## src/rtl/multi_lane_stage_queue_if.sv

```systemverilog
// Handshake bundle for multi_lane_stage_queue: per-lane enqueue and dequeue lanes.
// The producer/consumer side uses master; the queue uses slave.
interface multi_lane_stage_queue_if #(
  parameter int WIDTH  = 2,
  parameter int DATA_W = 96
);
  logic [WIDTH-1:0]        enq_valid;
  logic [WIDTH*DATA_W-1:0] enq_data;
  logic                    enq_ready;
  logic [WIDTH-1:0]        deq_valid;
  logic [WIDTH*DATA_W-1:0] deq_data;
  logic [WIDTH-1:0]        deq_take;

  modport master (
    output enq_valid, enq_data, deq_take,
    input  enq_ready, deq_valid, deq_data
  );

  modport slave (
    input  enq_valid, enq_data, deq_take,
    output enq_ready, deq_valid, deq_data
  );
endinterface

```

## src/rtl/multi_lane_stage_queue.sv

```systemverilog
// N-lane in-order buffer between pipeline stages, with compacting enqueue and prefix dequeue.
// Define QUEUE_STATS_EN to build the high-water-mark and drop counters.
module multi_lane_stage_queue #(
  parameter int WIDTH  = 2,
  parameter int DEPTH  = 8,
  parameter int DATA_W = 96
) (
  input  logic                     clk,
  input  logic                     resetn,
  input  logic                     flush,
  multi_lane_stage_queue_if.slave  q,
  output logic [$clog2(DEPTH):0]   count,
  output logic [$clog2(DEPTH):0]   hwm,
  output logic [15:0]              drop_cnt
);
  localparam int PW = $clog2(DEPTH);
  localparam int CW = PW + 1;

  logic [DATA_W-1:0] mem [DEPTH];
  logic [PW-1:0]     head;
  logic [PW-1:0]     tail;
  logic [CW-1:0]     free;
  logic [CW-1:0]     n_enq;
  logic [CW-1:0]     n_deq;
  logic [CW-1:0]     count_next;
  logic [CW-1:0]     offset [WIDTH];
  logic              enq_fire;
  logic              run;

  // Readiness looks only at registered occupancy; same-cycle dequeues do not free room.
  assign free        = CW'(DEPTH) - count;
  assign q.enq_ready = free >= CW'(WIDTH);
  assign enq_fire    = q.enq_ready & (|q.enq_valid);

  // Each valid lane lands at tail plus the number of valid lanes below it.
  always_comb begin
    n_enq = '0;
    for (int i = 0; i < WIDTH; i++) begin
      offset[i] = n_enq;
      if (q.enq_valid[i]) n_enq = n_enq + CW'(1);
    end
  end

  always_comb begin
    n_deq = '0;
    run   = 1'b1;
    for (int i = 0; i < WIDTH; i++) begin
      if (run && q.deq_take[i] && q.deq_valid[i]) n_deq = n_deq + CW'(1);
      else run = 1'b0;
    end
  end

  assign count_next = flush ? '0 : count + (enq_fire ? n_enq : '0) - n_deq;

  for (genvar g = 0; g < WIDTH; g++) begin : g_deq
    assign q.deq_valid[g]                   = count > CW'(g);
    assign q.deq_data[g*DATA_W +: DATA_W]   = mem[head + PW'(g)];
  end

  always_ff @(posedge clk or negedge resetn) begin
    if (!resetn) begin
      head  <= '0;
      tail  <= '0;
      count <= '0;
    end else if (flush) begin
      head  <= '0;
      tail  <= '0;
      count <= '0;
    end else begin
      count <= count_next;
      head  <= head + n_deq[PW-1:0];
      if (enq_fire) tail <= tail + n_enq[PW-1:0];
    end
  end

  always_ff @(posedge clk) begin
    if (enq_fire && !flush) begin
      for (int i = 0; i < WIDTH; i++) begin
        if (q.enq_valid[i]) mem[tail + offset[i][PW-1:0]] <= q.enq_data[i*DATA_W +: DATA_W];
      end
    end
  end

`ifdef QUEUE_STATS_EN
  always_ff @(posedge clk or negedge resetn) begin
    if (!resetn) begin
      hwm      <= '0;
      drop_cnt <= '0;
    end else begin
      if (count_next > hwm) hwm <= count_next;
      if ((|q.enq_valid) && !q.enq_ready && !flush && drop_cnt != 16'hFFFF)
        drop_cnt <= drop_cnt + 16'd1;
    end
  end
`else
  assign hwm      = '0;
  assign drop_cnt = '0;
`endif
endmodule

```

## src/flat_wrapper.sv

```systemverilog
// flat-port wrapper written by rule: the top's interface ports become plain ports
module multi_lane_stage_queue_flat 
#(
  parameter int WIDTH  = 2,
  parameter int DEPTH  = 8,
  parameter int DATA_W = 96
)
  (clk, resetn, flush, count, hwm, drop_cnt, q_enq_valid, q_enq_data, q_deq_take, q_enq_ready, q_deq_valid, q_deq_data);
  multi_lane_stage_queue_if #(.WIDTH(WIDTH), .DATA_W(DATA_W)) q_i ();
  input  logic clk;
  input  logic resetn;
  input  logic flush;
  output logic [$clog2(DEPTH):0] count;
  output logic [$clog2(DEPTH):0] hwm;
  output logic [15:0] drop_cnt;
  input wire logic [$bits(q_i.enq_valid)-1:0] q_enq_valid;
  input wire logic [$bits(q_i.enq_data)-1:0] q_enq_data;
  input wire logic [$bits(q_i.deq_take)-1:0] q_deq_take;
  output wire logic [$bits(q_i.enq_ready)-1:0] q_enq_ready;
  output wire logic [$bits(q_i.deq_valid)-1:0] q_deq_valid;
  output wire logic [$bits(q_i.deq_data)-1:0] q_deq_data;
  assign q_i.enq_valid = q_enq_valid;
  assign q_i.enq_data = q_enq_data;
  assign q_i.deq_take = q_deq_take;
  assign q_enq_ready = q_i.enq_ready;
  assign q_deq_valid = q_i.deq_valid;
  assign q_deq_data = q_i.deq_data;
  multi_lane_stage_queue #(.WIDTH(WIDTH), .DEPTH(DEPTH), .DATA_W(DATA_W)) u_core (.clk(clk), .resetn(resetn), .flush(flush), .q(q_i), .count(count), .hwm(hwm), .drop_cnt(drop_cnt));
endmodule
```

## config.mk

```make
export PLATFORM = sky130hd
export DESIGN_NAME = multi_lane_stage_queue_flat
export DESIGN_NICKNAME = d
export VERILOG_FILES = /design/src/rtl/multi_lane_stage_queue_if.sv /design/src/rtl/multi_lane_stage_queue.sv /design/src/flat_wrapper.sv
export SDC_FILE = /design/constraint.sdc
export NUM_CORES = 2
export LEC_CHECK = 0
export CAP_MARGIN = 10
export CORE_UTILIZATION = 53
export CTS_CLUSTER_DIAMETER = 50
export DETAILED_ROUTE_END_ITERATION = 6
export GPL_ROUTABILITY_DRIVEN = 0
export PLACE_DENSITY = 0.73
export SKIP_LAST_GASP = 1
export SYNTH_ARGS = -nofsm -noshare
export SYNTH_HDL_FRONTEND = slang
export SYNTH_SLANG_ARGS = --single-unit
```

## constraint.sdc

```tcl
create_clock -name clk -period 6.7 [get_ports clk]
set_input_delay 1.34 -clock clk [delete_from_list [all_inputs] [get_ports clk]]
set_output_delay 1.34 -clock clk [all_outputs]
set_load 0.1 [all_outputs]
```

==> results.tsv <==
stage	metric	value	unit
run_status	run status	finished clean	
logic_synthesis	predominant post-synthesis flop cell	edfxtp_1	
sta	f_max	175.2	MHz
cts	# hold bufs at CTS	0	
sta	RSZ-0062 raised after global routing	no	
placed_design	port bufs	397	
floorplan	Starting Density	53.64	%
route	drt first pass iters	5	
logic_synthesis	ys async rst share	1.285	%
cells_and_area	fin nets	3022	
setup_path	Critical Path Start Type	flop	
sta	fin crit period	5.708	ns
setup_path	flop-to-flop setup slack	3.21	ns
logic_synthesis	Synth Instances	2442	
sta	final worst path period share	85.19	%
route	vias	26360	
global_route	total track usage	28.97	%
global_route	vias in the first global route	28170	
global_route	total gr overflow	0	
setup_path	Critical Path Fanout Max	34	
cells_and_area	Area Growth Syn to Fin	18.58	%
cts	Num CTS Buffers	98	
cts	H-tree depth	3	
logic_synthesis	area leader, netlist	edfxtp_1	
route	vias per inst	6.529	
logic_synthesis	top cells by area, synth	edfxtp_1, mux4_2, mux2_2	
route	Routed WL per cell	30.78	microns
cts	CTS Root Cell	clkbuf_16	
cells_and_area	Util after Layout	63.61	%
cts	post_cts resized	0	
hold_path	HP Start	u_core.tail[0]	
floorplan	die area	0.08601	sq mm
floorplan	row cnt	106	
logic_synthesis	Yosys top cell area share	51.29	%
route	ANT nets after route	0	
setup_path	Reg2Reg Capture Point	u_core.mem[6][49]	
setup_path	CP endpoint kind	primary output	
setup_path	arrival time of data at the critical path endpoint	4.37	ns
placed_design	dpl hpwl	69.44	mm
global_route	initial antenna violation count	31	
logic_synthesis	Synthesis Warnings	0	
sta	Fin Clk Skew	0.02056	ns
cts	CTS tree	done	
setup_path	worst path required time	5.36	ns
hold_path	hold worst-path end	u_core.tail[0]	
route	DRC viols	0	
hold_path	Hold/Removal Path Class	reg -> reg	
sta	Worst-Margin Slew	1.235	ns
cts	Clk Latency, worst-skew pair	0.66	ns
floorplan	chip width	293.3	microns
cts	clock tree buffer depth	3	
global_route	wire length of the first global-routing pass	182.3	mm
cts	post-CTS setup buffer count	0	
setup_path	worst r2r src	u_core.tail[0]	
global_route	largest net degree at the start of global routing	153	
floorplan	CORE AREA	0.08382	sq mm
setup_path	worst reg-to-reg path cell count	7	
floorplan	Die Height	293.3	microns
route	Total Routed Length	124.3	mm
cts	Clock Sinks	778	
logic_synthesis	flops & latches, synth	778	
logic_synthesis	synthesized cell area	0.04496	sq mm
logic_synthesis	Mapped Avg Cell Area	18.41	sq um
logic_synthesis	Netlist cell types	35	
setup_path	WS Path Type	reg -> out	
sta	Hold Violations, Final	0	
sta	Final Max Slew Viols	0	
hold_path	hold path cells	2	
logic_synthesis	Post-synth EDFFs	768	
route	DR iter-0 viols	2122	
logic_synthesis	sequential share of the synthesized area	51.85	%
job	max_cap viols	0	
cts	clock transition at the registers of the reported paths	0.06	ns
sta	Max-slew headroom	17.43	%
cells_and_area	share of layout cells above drive strength 1	45.06	%
floorplan	IO Pins	418	
sta	Final setup viols	0	
[per-stage QoR]
| stage | std cells | hold slack (ns) | TNS (ns) | cell area (sq um) | setup WS [ns] |
|---|---|---|---|---|---|
| 4_1_cts | 4019 | 0.6719 | 0 | 53270 | 0.9298 |
| 5_1_grt | 4032 | 0.7139 | 0 | 53300 | 0.8538 |
| 3_3_place_gp | 3837 | 0.6523 | 0 | 50010 | 1.620 |
| 2_1_floorplan | 2461 | 0.6047 | -387.52 | 45050 | -0.8086 |
| 3_5_place_dp | 3837 | 0.6647 | 0 | 50010 | 1.628 |
| 6_report | 4037 | 0.6828 | 0 | 53320 | 0.9921 |
[per-layer routing]
metal  global-route usage, %  vias to the layer above  share of wire, %
met1                   37.92                    14010                39
met4                   10.70                       34               2.9
met2                   47.58                     1106                50
met5                       0                        -              0.17
met3                   6.415                      227               7.9
li1                        -                    10980                 -
[worst max path at each step]
stage	start	to	slack, ns	depth (start not counted)
after CTS	u_core.head[1]	q_deq_data[99]	0.93	5
after global routing	u_core.head[1]	q_deq_data[20]	0.85	4
after floorplan	q_enq_valid[0]	u_core.mem[0][0]	-0.81	5
final	u_core.head[1]	q_deq_data[190]	0.99	5
after detailed placement	u_core.head[1]	q_deq_data[99]	1.63	5
after global placement	u_core.head[1]	q_deq_data[140]	1.62	5
[state kept, by name, summed over array words and instances, names as in the netlist]
signal	count
u_core.head	3
u_core.count	4
u_core.tail	3
u_core.mem	768
[worst max-delay path, stage by stage, from the launching register on]
cell             delay (ns)
dfrtp_4                0.97
ha_4                   0.59
buf_4                  0.44
mux4_2                 0.37
mux2_2                 0.28
clkdlybuf4s50_1        0.99
[cell families after synthesis]
kind of cell,count (synthesis),synth area share [%]
xor+xnor,8,0.1558
flops,778,51.85
mux,1347,43.35
other cells,1,0.008340
fa+ha+maj,20,0.6233
buf+inv,222,2.975
compound gates,21,0.4230
simple gates,45,0.6233
[synthesized netlist by cell type (7+ instances only)]
master,instances
a21oi_1,11
a21oi_4,7
buf_1,8
buf_2,100
buf_4,23
buf_6,39
clkbuf_1,41
dfrtp_1,10
edfxtp_1,768
ha_1,16
inv_1,11
mux2_1,282
mux2_2,679
mux4_2,384
nand2_1,8
nor2b_1,7
[cell type report]
type / count / area (sq um)
inverters: 11 / 41.29
diodes: 18 / 45.04
repair buffers: 453 / 4702
fillers: 5982 / 30500
well taps: 1134 / 1419
clock buffers: 124 / 2634
flip-flops and latches: 778 / 23320
clock inverters: 58 / 630.6
multi-input cells: 1461 / 20520
[cells in the final DEF (no fill, tap or decap), types with 7 or more instances in the layout]
cell,count
bufinv_16,10
clkbuf_1,21
nand2_1,8
dfrtp_1,7
mux4_2,384
ha_1,15
clkbuf_16,101
clkinv_2,13
edfxtp_1,768
mux2_1,282
clkdlybuf4s50_1,390
inv_1,11
mux2_2,679
a21oi_4,16
nor2b_1,7
conb_1,20
buf_4,37
diode_2,18
clkinvlp_4,8
buf_12,26
clkinv_1,12
Power is not shown: default switching activity piles up to over one toggle a cycle in this logic, so the estimate is an artifact.
